$ cat src/rtl/mem_data_if.sv
`default_nettype none
// ============================================================================
// Module   : mem_data_if
// Purpose  : Memory-side source for the datapath bus. Holds MAR and MDR and
//            runs single-word read/write transactions to data memory over a
//            req/ack handshake, with an optional request timeout.
// Ports    : clock, reset_n          - clock, async active-low reset
//            BusMuxOut, MARin, MDRin - bus value and register load strobes
//            rd_start, wr_start      - one-cycle transaction start pulses
//            mem_req/we/addr/wdata   - request side of the memory handshake
//            mem_rdata, mem_ack      - response side of the memory handshake
//            mdr_q                   - MDR contents for the bus mux
//            busy, done, err         - transaction status
// Revision : 1.0 - initial release
// ============================================================================
module mem_data_if #(
  parameter int ADDR_W  = 9,
  parameter int TIMEOUT = 16,
  parameter int CNT_W   = 5
) (
  input  logic              clock,
  input  logic              reset_n,
  input  logic [31:0]       BusMuxOut,
  input  logic              MARin,
  input  logic              MDRin,
  input  logic              rd_start,
  input  logic              wr_start,
  output logic              mem_req,
  output logic              mem_we,
  output logic [ADDR_W-1:0] mem_addr,
  output logic [31:0]       mem_wdata,
  input  logic [31:0]       mem_rdata,
  input  logic              mem_ack,
  output logic [31:0]       mdr_q,
  output logic              busy,
  output logic              done,
  output logic              err
);

  typedef enum logic [1:0] {
    S_IDLE   = 2'd0,
    S_RD_REQ = 2'd1,
    S_WR_REQ = 2'd2,
    S_DONE   = 2'd3
  } memState_t;

  // Count value seen at the edge that ends the TIMEOUT-th request cycle.
  localparam logic [CNT_W-1:0] c_LAST_COUNT = CNT_W'(TIMEOUT - 1);

  memState_t         r_state;
  logic [ADDR_W-1:0] r_mar;
  logic [31:0]       r_mdr;
  logic [CNT_W-1:0]  r_count;
  logic              r_err;
  logic              w_timeoutHit;

  assign w_timeoutHit = (TIMEOUT != 0) && (r_count == c_LAST_COUNT);

  always_ff @(posedge clock or negedge reset_n) begin
    if (!reset_n) begin
      r_state <= S_IDLE;
      r_mar   <= '0;
      r_mdr   <= '0;
      r_count <= '0;
      r_err   <= 1'b0;
    end else begin
      case (r_state)
        S_IDLE: begin
          // Loads land in the same edge as a start, so the transaction
          // uses the freshly loaded MAR/MDR.
          if (MARin) r_mar <= BusMuxOut[ADDR_W-1:0];
          if (MDRin) r_mdr <= BusMuxOut;
          r_err <= 1'b0;
          if (rd_start) begin
            r_state <= S_RD_REQ;
            r_count <= '0;
          end else if (wr_start) begin
            r_state <= S_WR_REQ;
            r_count <= '0;
          end
        end
        S_RD_REQ, S_WR_REQ: begin
          // Ack takes precedence over a coincident timeout.
          if (mem_ack) begin
            if (r_state == S_RD_REQ) r_mdr <= mem_rdata;
            r_err   <= 1'b0;
            r_state <= S_DONE;
          end else if (w_timeoutHit) begin
            r_err   <= 1'b1;
            r_state <= S_DONE;
          end else begin
            r_count <= r_count + CNT_W'(1);
          end
        end
        S_DONE: begin
          r_err   <= 1'b0;
          r_state <= S_IDLE;
        end
        default: begin
          r_err   <= 1'b0;
          r_state <= S_IDLE;
        end
      endcase
    end
  end

  // All outputs decode directly from registers, so reset reaches them
  // without waiting for a clock edge.
  assign mem_req   = (r_state == S_RD_REQ) || (r_state == S_WR_REQ);
  assign mem_we    = (r_state == S_WR_REQ);
  assign mem_addr  = r_mar;
  assign mem_wdata = r_mdr;
  assign mdr_q     = r_mdr;
  assign busy      = (r_state != S_IDLE);
  assign done      = (r_state == S_DONE);
  assign err       = r_err;

endmodule
`default_nettype wire

$ cat config.mk
export PLATFORM = sky130hd
export DESIGN_NAME = mem_data_if
export DESIGN_NICKNAME = d
export VERILOG_FILES = /design/src/rtl/mem_data_if.sv
export SDC_FILE = /design/constraint.sdc
export NUM_CORES = 1
export LEC_CHECK = 0
export CAP_MARGIN = 20
export CORE_MARGIN = 3
export CORE_UTILIZATION = 42
export DETAILED_ROUTE_END_ITERATION = 10
export MAX_ROUTING_LAYER = met4
export PLACE_DENSITY = 0.86
export SYNTH_ARGS = -nofsm -noshare
export SYNTH_HDL_FRONTEND = slang
export SYNTH_SLANG_ARGS = --single-unit
$ cat constraint.sdc
create_clock -name clock -period 4.07 [get_ports clock]
set_input_delay 0.814 -clock clock [delete_from_list [all_inputs] [get_ports clock]]
set_output_delay 0.814 -clock clock [all_outputs]
set_load 0.005 [all_outputs]
==> results.yml <==
power:
  power_dissipated_by_switching_net_loads_w: 0.00115
  power_density_mw_per_mm2: 862
  cellLeakagePower_nw: 1.68
  vdd.ir_drop.worst_uv: 473
  power_report.internal_total_w: 0.00245
  p_sw_frac: 0.320
  pwr-share-comb: 0.639
  clock_power_share: 0.101
  sequentialPowerShare: 0.260
routing:
  vias: 2073
  drt_iter0_markers: 77
  totalWireLength_mm: 6.73
  route.antenna.remaining_nets: 0
  drcViolationCount: 0
  dr.pass1.iters: 6
  wl_per_cell_um: 16.4
  detail_route.vias_per_cell: 5.04
timing:
  rsz0062_at_grt: "no"
  fin_tns_setup_ps: 0
  worst_pin_slew_ps: 680
  post-route-period-util: 0.732
  finalHoldViolCount: 0
  max_slew_margin: 0.545
  final.setup_skew_ps: 8.04
  fin_ws_ps: 1090
  clock.fmax_mhz: 335
  timing.final.crit_period_ps: 2980
  setup-violations-final: 0
  slew_viol_final: 0
placed_design:
  dp.final_hpwl_mm: 5.05
  finalWeightedCongestion: 0.852
  placement.cell_area_mm2: 0.00404
  pre_cts_ws_ps: 1050
  port_buffers: 148
synthesis:
  synth-async-reset-ratio: 1.00
  yosys-top-cells-count: "sky130_fd_sc_hd__mux2_2 (71), sky130_fd_sc_hd__dfrtp_1 (49), sky130_fd_sc_hd__buf_4 (33)"
  seq_area_frac_synth: 0.446
  post_synthesis_cell_count: 220
  synth.largest_area_cell: "sky130_fd_sc_hd__dfrtp_1"
  postSynthAreaPerCell_um2: 12.5
  synth.ff_latch_count: 49
  post-synth-top-area-fraction: 0.446
  post_syn_nets: 297
  yosys-top-cells-area: "sky130_fd_sc_hd__dfrtp_1 (45%), sky130_fd_sc_hd__mux2_2 (29%), sky130_fd_sc_hd__buf_4 (9.0%)"
  synth_enable_flop_cells: 0
  synth_area_mm2: 0.00275
  synth_warnings: 0
  ys.flop_type: "sky130_fd_sc_hd__dfrtp_1"
  synth.lib_cells_used.distinct: 33
  synth_most_common_cell: "sky130_fd_sc_hd__mux2_2"
cts:
  cts_tree: "built"
  post_cts_resized: 0
  number_of_hold_buffers_added_after_cts: 0
  cts-buffers-inserted: 5
  cts_max_path_buffers: 2
  postCtsSetupRepairBufs: 0
  clock-root-buffer: "sky130_fd_sc_hd__clkbuf_8"
  worst_skew_pair.late_latency_ps: 300
  clock-sinks: 49
  clk_pin_slew_worst_paths_ps: 90
  h_tree_level_count: 2
floorplan:
  io-pin-count: 149
  fp.dieW_um: 86.9
  dieArea_mm2: 0.00755
  core_area_mm2: 0.00613
  initial_utilization: 0.448
  die_h_um: 86.9
  std_cell_rows: 28
layout:
  finish.instance_area_mm2: 0.00418
  synthToLayoutAreaGrowth_pct: 52.0
  footprint_of_the_multi_input_gates_mm2: 0.00119
  num-fill-cells: 451
  drive_above_1_share: 0.262
  regArea_mm2: 0.00123
  nNetsFinal: 412
  insertedDiodeCount: 0
setup_path:
  startpoint_kind_of_the_worst_setup_timing_path: "flip-flop"
  critical_path.endpoint_type: "output pin"
  crit_path_max_fanout: 23
  critical_path.n_buffers_inverters: 2
  cp_top_family: "buffers and inverters"
  cpPeakStageDelay_ps: 730
  setup.worst_path.class: "flip-flop to output pin"
  critical-path-slowest-cell: "sky130_fd_sc_hd__ha_2"
  timing.critical_path.arrival_ps: 2170
  cp_cell_sequence: "inv_1 > ha_2 > clkdlybuf4s50_1"
  crit_required_ps: 3260
flow_run:
  max_cap_violations: 0
global_routing:
  grt_start_max_net_pins: 50
  grt_util_all_layers: 0.180
  initial_antenna_violation_count: 0
  grt_pass1_wl_mm: 10.3
  grt_overflow: 0
  grt_pass1_vias: 2123
worst_hold_path:
  hp-class: "input port to asynchronous set/reset pin"
outcome:
  status: "complete, no violations"
worst reg2reg max path, stage by stage, from the launching register on:
cell and delay [ps]:
sky130_fd_sc_hd__dfrtp_1 410, sky130_fd_sc_hd__inv_1 100, sky130_fd_sc_hd__ha_2 730, sky130_fd_sc_hd__nor2_1 250, sky130_fd_sc_hd__a211oi_4 600, sky130_fd_sc_hd__buf_12 260
sky130_fd_sc_hd__mux2_2 360
worst paths after layout:
path | depth (start not counted) | from | slack (ps) | to
min in group clock | 1 | r_count[4] | 510 | r_count[4]
max in group asynchronous | 2 | reset_n | 3050 | mdr_q[26]
max reg2reg | 6 | r_state[1] | 1270 | mdr_q[15]
max | 3 | r_state[1] | 1090 | mem_req
min reg2reg | 1 | r_count[4] | 510 | r_count[4]
min | 1 | reset_n | 480 | mem_addr[8]
cells in the final DEF, fill, tap and decap left out, types with 2 or more instances in the layout:
master	n
sky130_fd_sc_hd__mux2_2	71
sky130_fd_sc_hd__inv_1	6
sky130_fd_sc_hd__or3_1	2
sky130_fd_sc_hd__clkbuf_8	6
sky130_fd_sc_hd__o21ai_0	7
sky130_fd_sc_hd__nor3b_1	4
sky130_fd_sc_hd__nand2_1	3
sky130_fd_sc_hd__buf_12	2
sky130_fd_sc_hd__mux2_1	2
sky130_fd_sc_hd__ha_1	5
sky130_fd_sc_hd__a22o_1	3
sky130_fd_sc_hd__nand3_1	2
sky130_fd_sc_hd__nor2_1	4
sky130_fd_sc_hd__nor2b_1	2
sky130_fd_sc_hd__clkdlybuf4s50_1	147
sky130_fd_sc_hd__dfrtp_1	49
layer usage:
layer / vias to the layer above / GRT usage / wire length [µm]
met5: - / - / 0
met4: 0 / 0.0439 / 89
met3: 9 / 0.0568 / 647
met2: 103 / 0.302 / 3370
met1: 986 / 0.211 / 2630
li1: 975 / - / -
power by group through the flow:
stage	sequential, W	combinational, W	clock [W]
final	0.000937	0.00230	0.000363
after detailed placement	0.000942	0.00233	0
after global routing	0.000973	0.00247	0.000391
after CTS	0.000941	0.00234	0.000373
after floorplan	0.000926	0.00148	0
after global placement	0.000935	0.00228	0
stage by stage:
step                instances  power, W   util  hold slack, ps
global route              411   0.00384  0.682             507
CTS                       410   0.00365  0.678             510
floorplan                 220   0.00240      -             466
global placement          402   0.00322  0.659             488
detailed placement        402   0.00328  0.659             482
finish                    411   0.00360  0.682             483
final cells by class:
class                           count  share of cell area
Clock buffer                        6              0.0198
Clock inverter                      2             0.00898
Inverter                            6             0.00539
Multi-Input combinational cell    122               0.285
Sequential cell                    49               0.293
Tap cell                           75              0.0225
Timing Repair Buffer              151               0.365
registers in the layout, indices dropped and copies added, names as in the netlist:
name,count
mdr_q,32
mem_addr,9
r_count,5
r_state,2
err,1
cell families (layout without fill, tap and decap cells):
kind of cell / count (synthesis) / after routing / synth area share
compound gates: 19 / 19 / 0.0519
fa+ha+maj: 6 / 6 / 0.0273
buf+inv: 49 / 165 / 0.121
flops: 49 / 49 / 0.446
mux: 73 / 73 / 0.299
simple gates: 24 / 24 / 0.0546
Note: power is estimated with default switching activity, not from simulation.
